==> src/rtl/rs_sd_loader.sv <==
// RS-232 (8N1) byte receiver feeding the sd_cont sector buffer: bytes are packed
// into 512-byte sectors and each full sector is committed with a write-back command.
module rs_sd_loader #(
  parameter logic [15:0] wtime        = 16'h0242,
  parameter logic [22:0] start_sector = 23'h0,
  parameter logic [22:0] nsectors     = 23'h1
) (
  input  logic        clk,
  input  logic        rst,
  input  logic        rx,
  output logic [22:0] sd_addr,
  output logic [7:0]  sd_write_data,
  output logic        sd_write_enable,
  output logic [8:0]  sd_index,
  output logic        sd_write,
  input  logic        sd_busy,
  output logic [7:0]  rx_data,
  output logic        rx_valid,
  output logic        frame_err,
  output logic        overrun,
  output logic        done,
  output logic [2:0]  rx_state,
  output logic [2:0]  ld_state
);

  localparam logic [2:0] R_IDLE  = 3'd0;
  localparam logic [2:0] R_START = 3'd1;
  localparam logic [2:0] R_DATA  = 3'd2;
  localparam logic [2:0] R_STOP  = 3'd3;
  localparam logic [2:0] R_BREAK = 3'd4;

  localparam logic [2:0] L_FILL    = 3'd0;
  localparam logic [2:0] L_FLUSH   = 3'd1;
  localparam logic [2:0] L_WAIT_HI = 3'd2;
  localparam logic [2:0] L_WAIT_LO = 3'd3;
  localparam logic [2:0] L_DONE    = 3'd4;

  // Timer reloads are one less than the period because expiry is the cycle at 0.
  localparam logic [15:0] half_load = (wtime >> 1) - 16'd1;
  localparam logic [15:0] bit_load  = wtime - 16'd1;

  logic        rx_meta;
  logic        rx_s;
  logic [15:0] bit_timer;
  logic [2:0]  bit_cnt;
  logic [7:0]  shift_reg;
  logic [8:0]  byte_cnt;
  logic [22:0] sector_cnt;
  logic [22:0] sector_cnt_nxt;
  logic        ld_draining;

  assign sector_cnt_nxt = sector_cnt + 23'd1;
  assign ld_draining    = (ld_state == L_FLUSH) || (ld_state == L_WAIT_HI) ||
                          (ld_state == L_WAIT_LO);

  always_ff @(posedge clk) begin
    if (rst) begin
      rx_meta <= 1'b1;
      rx_s    <= 1'b1;
    end else begin
      rx_meta <= rx;
      rx_s    <= rx_meta;
    end
  end

  // Receiver: start bit is re-checked at mid-bit, data bits are sampled at bit centres.
  always_ff @(posedge clk) begin
    if (rst) begin
      rx_state  <= R_IDLE;
      bit_timer <= 16'd0;
      bit_cnt   <= 3'd0;
      shift_reg <= 8'd0;
      rx_data   <= 8'd0;
      rx_valid  <= 1'b0;
      frame_err <= 1'b0;
    end else begin
      rx_valid  <= 1'b0;
      frame_err <= 1'b0;
      case (rx_state)
        R_IDLE: begin
          if (!rx_s) begin
            bit_timer <= half_load;
            rx_state  <= R_START;
          end
        end
        R_START: begin
          if (bit_timer != 16'd0) begin
            bit_timer <= bit_timer - 16'd1;
          end else if (!rx_s) begin
            bit_timer <= bit_load;
            bit_cnt   <= 3'd0;
            rx_state  <= R_DATA;
          end else begin
            rx_state <= R_IDLE;
          end
        end
        R_DATA: begin
          if (bit_timer != 16'd0) begin
            bit_timer <= bit_timer - 16'd1;
          end else begin
            shift_reg <= {rx_s, shift_reg[7:1]};
            bit_timer <= bit_load;
            if (bit_cnt == 3'd7) begin
              rx_state <= R_STOP;
            end else begin
              bit_cnt <= bit_cnt + 3'd1;
            end
          end
        end
        R_STOP: begin
          if (bit_timer != 16'd0) begin
            bit_timer <= bit_timer - 16'd1;
          end else if (rx_s) begin
            rx_data  <= shift_reg;
            rx_valid <= 1'b1;
            rx_state <= R_IDLE;
          end else begin
            frame_err <= 1'b1;
            rx_state  <= R_BREAK;
          end
        end
        R_BREAK: begin
          if (rx_s) begin
            rx_state <= R_IDLE;
          end
        end
        default: rx_state <= R_IDLE;
      endcase
    end
  end

  // Write-back handshake: sd_write is a single-cycle request; sd_cont acknowledges
  // by raising sd_busy, and the sector is committed once sd_busy drops again.
  // sd_addr only advances after that, so it is stable for the whole exchange.
  always_ff @(posedge clk) begin
    if (rst) begin
      ld_state        <= L_FILL;
      byte_cnt        <= 9'd0;
      sector_cnt      <= 23'd0;
      sd_addr         <= start_sector;
      sd_index        <= 9'd0;
      sd_write_data   <= 8'd0;
      sd_write_enable <= 1'b0;
      sd_write        <= 1'b0;
      overrun         <= 1'b0;
      done            <= 1'b0;
    end else begin
      sd_write_enable <= 1'b0;
      sd_write        <= 1'b0;
      if (rx_valid && ld_draining) begin
        overrun <= 1'b1;
      end
      case (ld_state)
        L_FILL: begin
          if (rx_valid) begin
            sd_write_data   <= rx_data;
            sd_index        <= byte_cnt;
            sd_write_enable <= 1'b1;
            if (byte_cnt == 9'd511) begin
              ld_state <= L_FLUSH;
            end else begin
              byte_cnt <= byte_cnt + 9'd1;
            end
          end
        end
        L_FLUSH: begin
          sd_write <= 1'b1;
          ld_state <= L_WAIT_HI;
        end
        L_WAIT_HI: begin
          if (sd_busy) begin
            ld_state <= L_WAIT_LO;
          end
        end
        L_WAIT_LO: begin
          if (!sd_busy) begin
            sector_cnt <= sector_cnt_nxt;
            sd_addr    <= sd_addr + 23'd1;
            byte_cnt   <= 9'd0;
            if (sector_cnt_nxt == nsectors) begin
              done     <= 1'b1;
              ld_state <= L_DONE;
            end else begin
              ld_state <= L_FILL;
            end
          end
        end
        L_DONE: begin
          done <= 1'b1;
        end
        default: ld_state <= L_FILL;
      endcase
    end
  end

endmodule

==> config.mk <==
export PLATFORM = sky130hd
export DESIGN_NAME = rs_sd_loader
export DESIGN_NICKNAME = d
export VERILOG_FILES = /design/src/rtl/rs_sd_loader.sv
export SDC_FILE = /design/constraint.sdc
export NUM_CORES = 1
export LEC_CHECK = 0
export CORE_UTILIZATION = 45
export CTS_CLUSTER_DIAMETER = 100
export DETAILED_ROUTE_END_ITERATION = 16
export PLACE_DENSITY = 0.66
export RECOVER_POWER = 100
export SLEW_MARGIN = 10
export SYNTH_ARGS = -nofsm -noshare
export SYNTH_HDL_FRONTEND = slang
export SYNTH_SLANG_ARGS = --single-unit
==> constraint.sdc <==
create_clock -name clk -period 5.6 [get_ports clk]
set_clock_uncertainty 0.1 [all_clocks]
set_input_delay 1.12 -clock clk [delete_from_list [all_inputs] [get_ports clk]]
set_output_delay 1.12 -clock clk [all_outputs]
set_load 0.05 [all_outputs]
==> metrics.txt <==
pin count of the biggest net entering global routing=106; most frequent cell after synthesis=dfxtp_1; Syn Area/Cell=around 8.4 sq um; Worst Setup End Kind=flop; GRT overflow=0; CTS Buffer Depth=2; largest family of logic cells by synthesized area=simple AND/OR/NAND/NOR gates; Post-DRT Antenna Nets=0; RSZ-0062 raised after global routing=no; Die X=113 um; # DRC=0; failing checks=capacitance limit, slew limit; Clock transition at path regs=approximately 50 ps; biggest regs=sd_addr (23), sector_cnt (23), bit_timer (16); total power=0.00225 W; dpl hpwl=7860 um; Startpoint Class=input port; HP Class=reg -> reg; Post-CTS Setup Bufs=0; Core Region=12100 sq um; worst hold start=rx_meta; diodes inserted=0; root buffer cell=clkbuf_16; status=finished, violations left; Final TNS setup=0 ps; Leak=2.65 nW; Synth top cells by count=dfxtp_1, nor2_1, nand2_1; Synth top area share=43.4%; Via density=5.31; Yosys top cell by area=dfxtp_1; Pwr per Cell Area=325 nW/um^2; post-synthesis xor/xnor area fraction=under 10%; Slew headroom=-35.6%; Resized cells post-CTS=0; R2R Path Start=bit_timer[0]; number of distinct library cells after synthesis=57; GR Util All Layers=19.4%; Critical Path AT=between 3000 and 4000 ps; worst reg-to-reg path cell count=8; hold_buf cts=0; synth top area cells=dfxtp_1, nor2_1, nand2_1, a21oi_1, xor2_1; Tcrit/Tclk final=roughly two thirds; Routability Congestion=0.858; Slew Limit Fails=106; Syn Std Cell Area=about 5600 sq um; RR Endpoint=bit_timer[12]; Int Power=0.00172 W; actual slew at the worst max-slew pin=2030 ps; First-pass DRT Iterations=5; vias in the first global route=approximately 4.3k; Comb power frac=9.2%; hold endpoint=rx_s; switch share=23.6%; Synth Area in Adders=~1.8%; Setup violations, final=0; min Tclk post-route=about 3600 ps; Clock power frac=50.9%; Sequential Power Share=39.9%; Max Cap Violations=1; FFs w/ async S/R, synth=0%; worst hold stages=1; Starting Density=between 40 and 50%; Via Count=4742; total wire length=11700 um; Worst VDD drop=0.199 mV; Area Overhead vs Synth=23.9%; sequential area share after synthesis=43.4%; number of flops mapped to enable cells by yosys=0; initial DRC count=272; syn_nets=673; Syn Inst Count=661; reg2reg setup slack=2740 ps; critical setup path kind=in -> reg; global-route wire length before repair=20100 um; WP data required=between 5000 and 6000 ps; H-tree levels=4; complex-gate fraction of the synthesized area=between 10% and 20%; clk sinks=~120; full die area=12900 sq um; CTS tree=done; Fin. Hold Viols=0; average wire per standard cell=approximately 13 um; fraction of synthesized area in multiplexers=3.59%; Clock Latency Late Sink=420 ps; Port Buf Inserts=63; Final #Nets=~720; initial antenna violation count=0; Cell Rows=40; Synth Register Bits=around 120; fmax=274 MHz; CTS Buf Count=17; simple-gate area share of the yosys netlist=28.6%; critical-path maximum fanout=11; share of cells above drive strength 1=slightly above 7%; DIE HEIGHT=113 um; ys flop type=dfxtp_1; switching power=0.000531 W; Top Ports=64; Yosys warning total=0
[power by group through the flow]
stage | combinational [W] | sequential (W) | clock, W
6_report | 0.000207 | 0.000896 | 0.00114
5_1_grt | 0.000228 | 0.000898 | 0.00121
4_1_cts | 0.000208 | 0.000896 | 0.00117
3_5_place_dp | 0.000207 | 0.000914 | 0
3_3_place_gp | 0.000203 | 0.000913 | 0
2_1_floorplan | 0.000170 | 0.000911 | 0
[critical path, cell delays in order]
cell and delay, ps:
dlygate4sd3_1 590, nand4bb_1 540, or3_1 580, nor2_1 270
nand4_1 230, or3_1 370, a21oi_1 150
[cells by family (layout without fill, tap and decap cells)]
family | Yosys count | in the layout
and+or+nand+nor | 314 | 314
DFF | 121 | 121
AOI/OAI and AO/OA | 107 | 107
xor gates and xnor gates | 48 | 48
buffers and inverters | 43 | 107
muxes | 20 | 20
adders and majority gates | 8 | 8
[how the worst max path moves through the flow]
stage                        from        endpoint  slack, ps  cells after the start
after global placement    sd_busy  sector_cnt[20]       1860                      7
after CTS                 sd_busy  sector_cnt[20]       2200                      7
after floorplan           sd_busy  sector_cnt[20]       2920                      6
final                     sd_busy  sector_cnt[20]       1950                      7
after global routing      sd_busy  sector_cnt[20]       1780                      7
after detailed placement  sd_busy  sector_cnt[20]       1770                      7
[per-stage QoR]
stage	hold WS [ps]	area [sq um]	util, %	worst slack [ps]	instances
4_1_cts	311	6940	57.5	2200	893
5_1_grt	320	6920	57.3	1780	893
6_report	313	6920	57.3	1950	893
3_3_place_gp	303	6300	52.3	1860	861
3_5_place_dp	298	6300	52.3	1770	861
2_1_floorplan	289	5580	-	2920	661
[layer usage]
layer | part of all wire (%) | routed length (um) | GRT usage, % | vias up
met4 | 1.7 | 203 | 7.46 | 0
met5 | 0 | 0 | 0 | -
met2 | 47 | 5460 | 30.9 | 80
met3 | 3.6 | 423 | 5.95 | 16
met1 | 48 | 5620 | 24.8 | 2220
li1 | - | - | - | 2426
[placed cells by master (no fill, tap or decap), types with 5 or more instances in the layout]
master	count
a211oi_1	7
a21oi_1	49
and3_1	10
clkbuf_16	17
clkbuf_8	5
dfxtp_1	121
dlygate4sd3_1	61
ha_1	8
inv_1	9
mux2i_1	20
nand2_1	76
nand2b_1	5
nand3_1	21
nand4_1	22
nor2_1	92
nor3_1	19
nor4_1	9
o21ai_0	16
o21ai_1	7
or3_1	20
xnor2_1	23
xor2_1	25
[cell type report]
class | instances | area [sq um]
Fill cell | 1075 | 5140
Multi-Input combinational cell | 497 | 2970
Sequential cell | 121 | 2420
Timing Repair Buffer | 66 | 648
Clock buffer | 23 | 498
Tap cell | 168 | 210
Clock inverter | 9 | 135
Inverter | 9 | 33.8
Power figures use the tool's default switching activity.
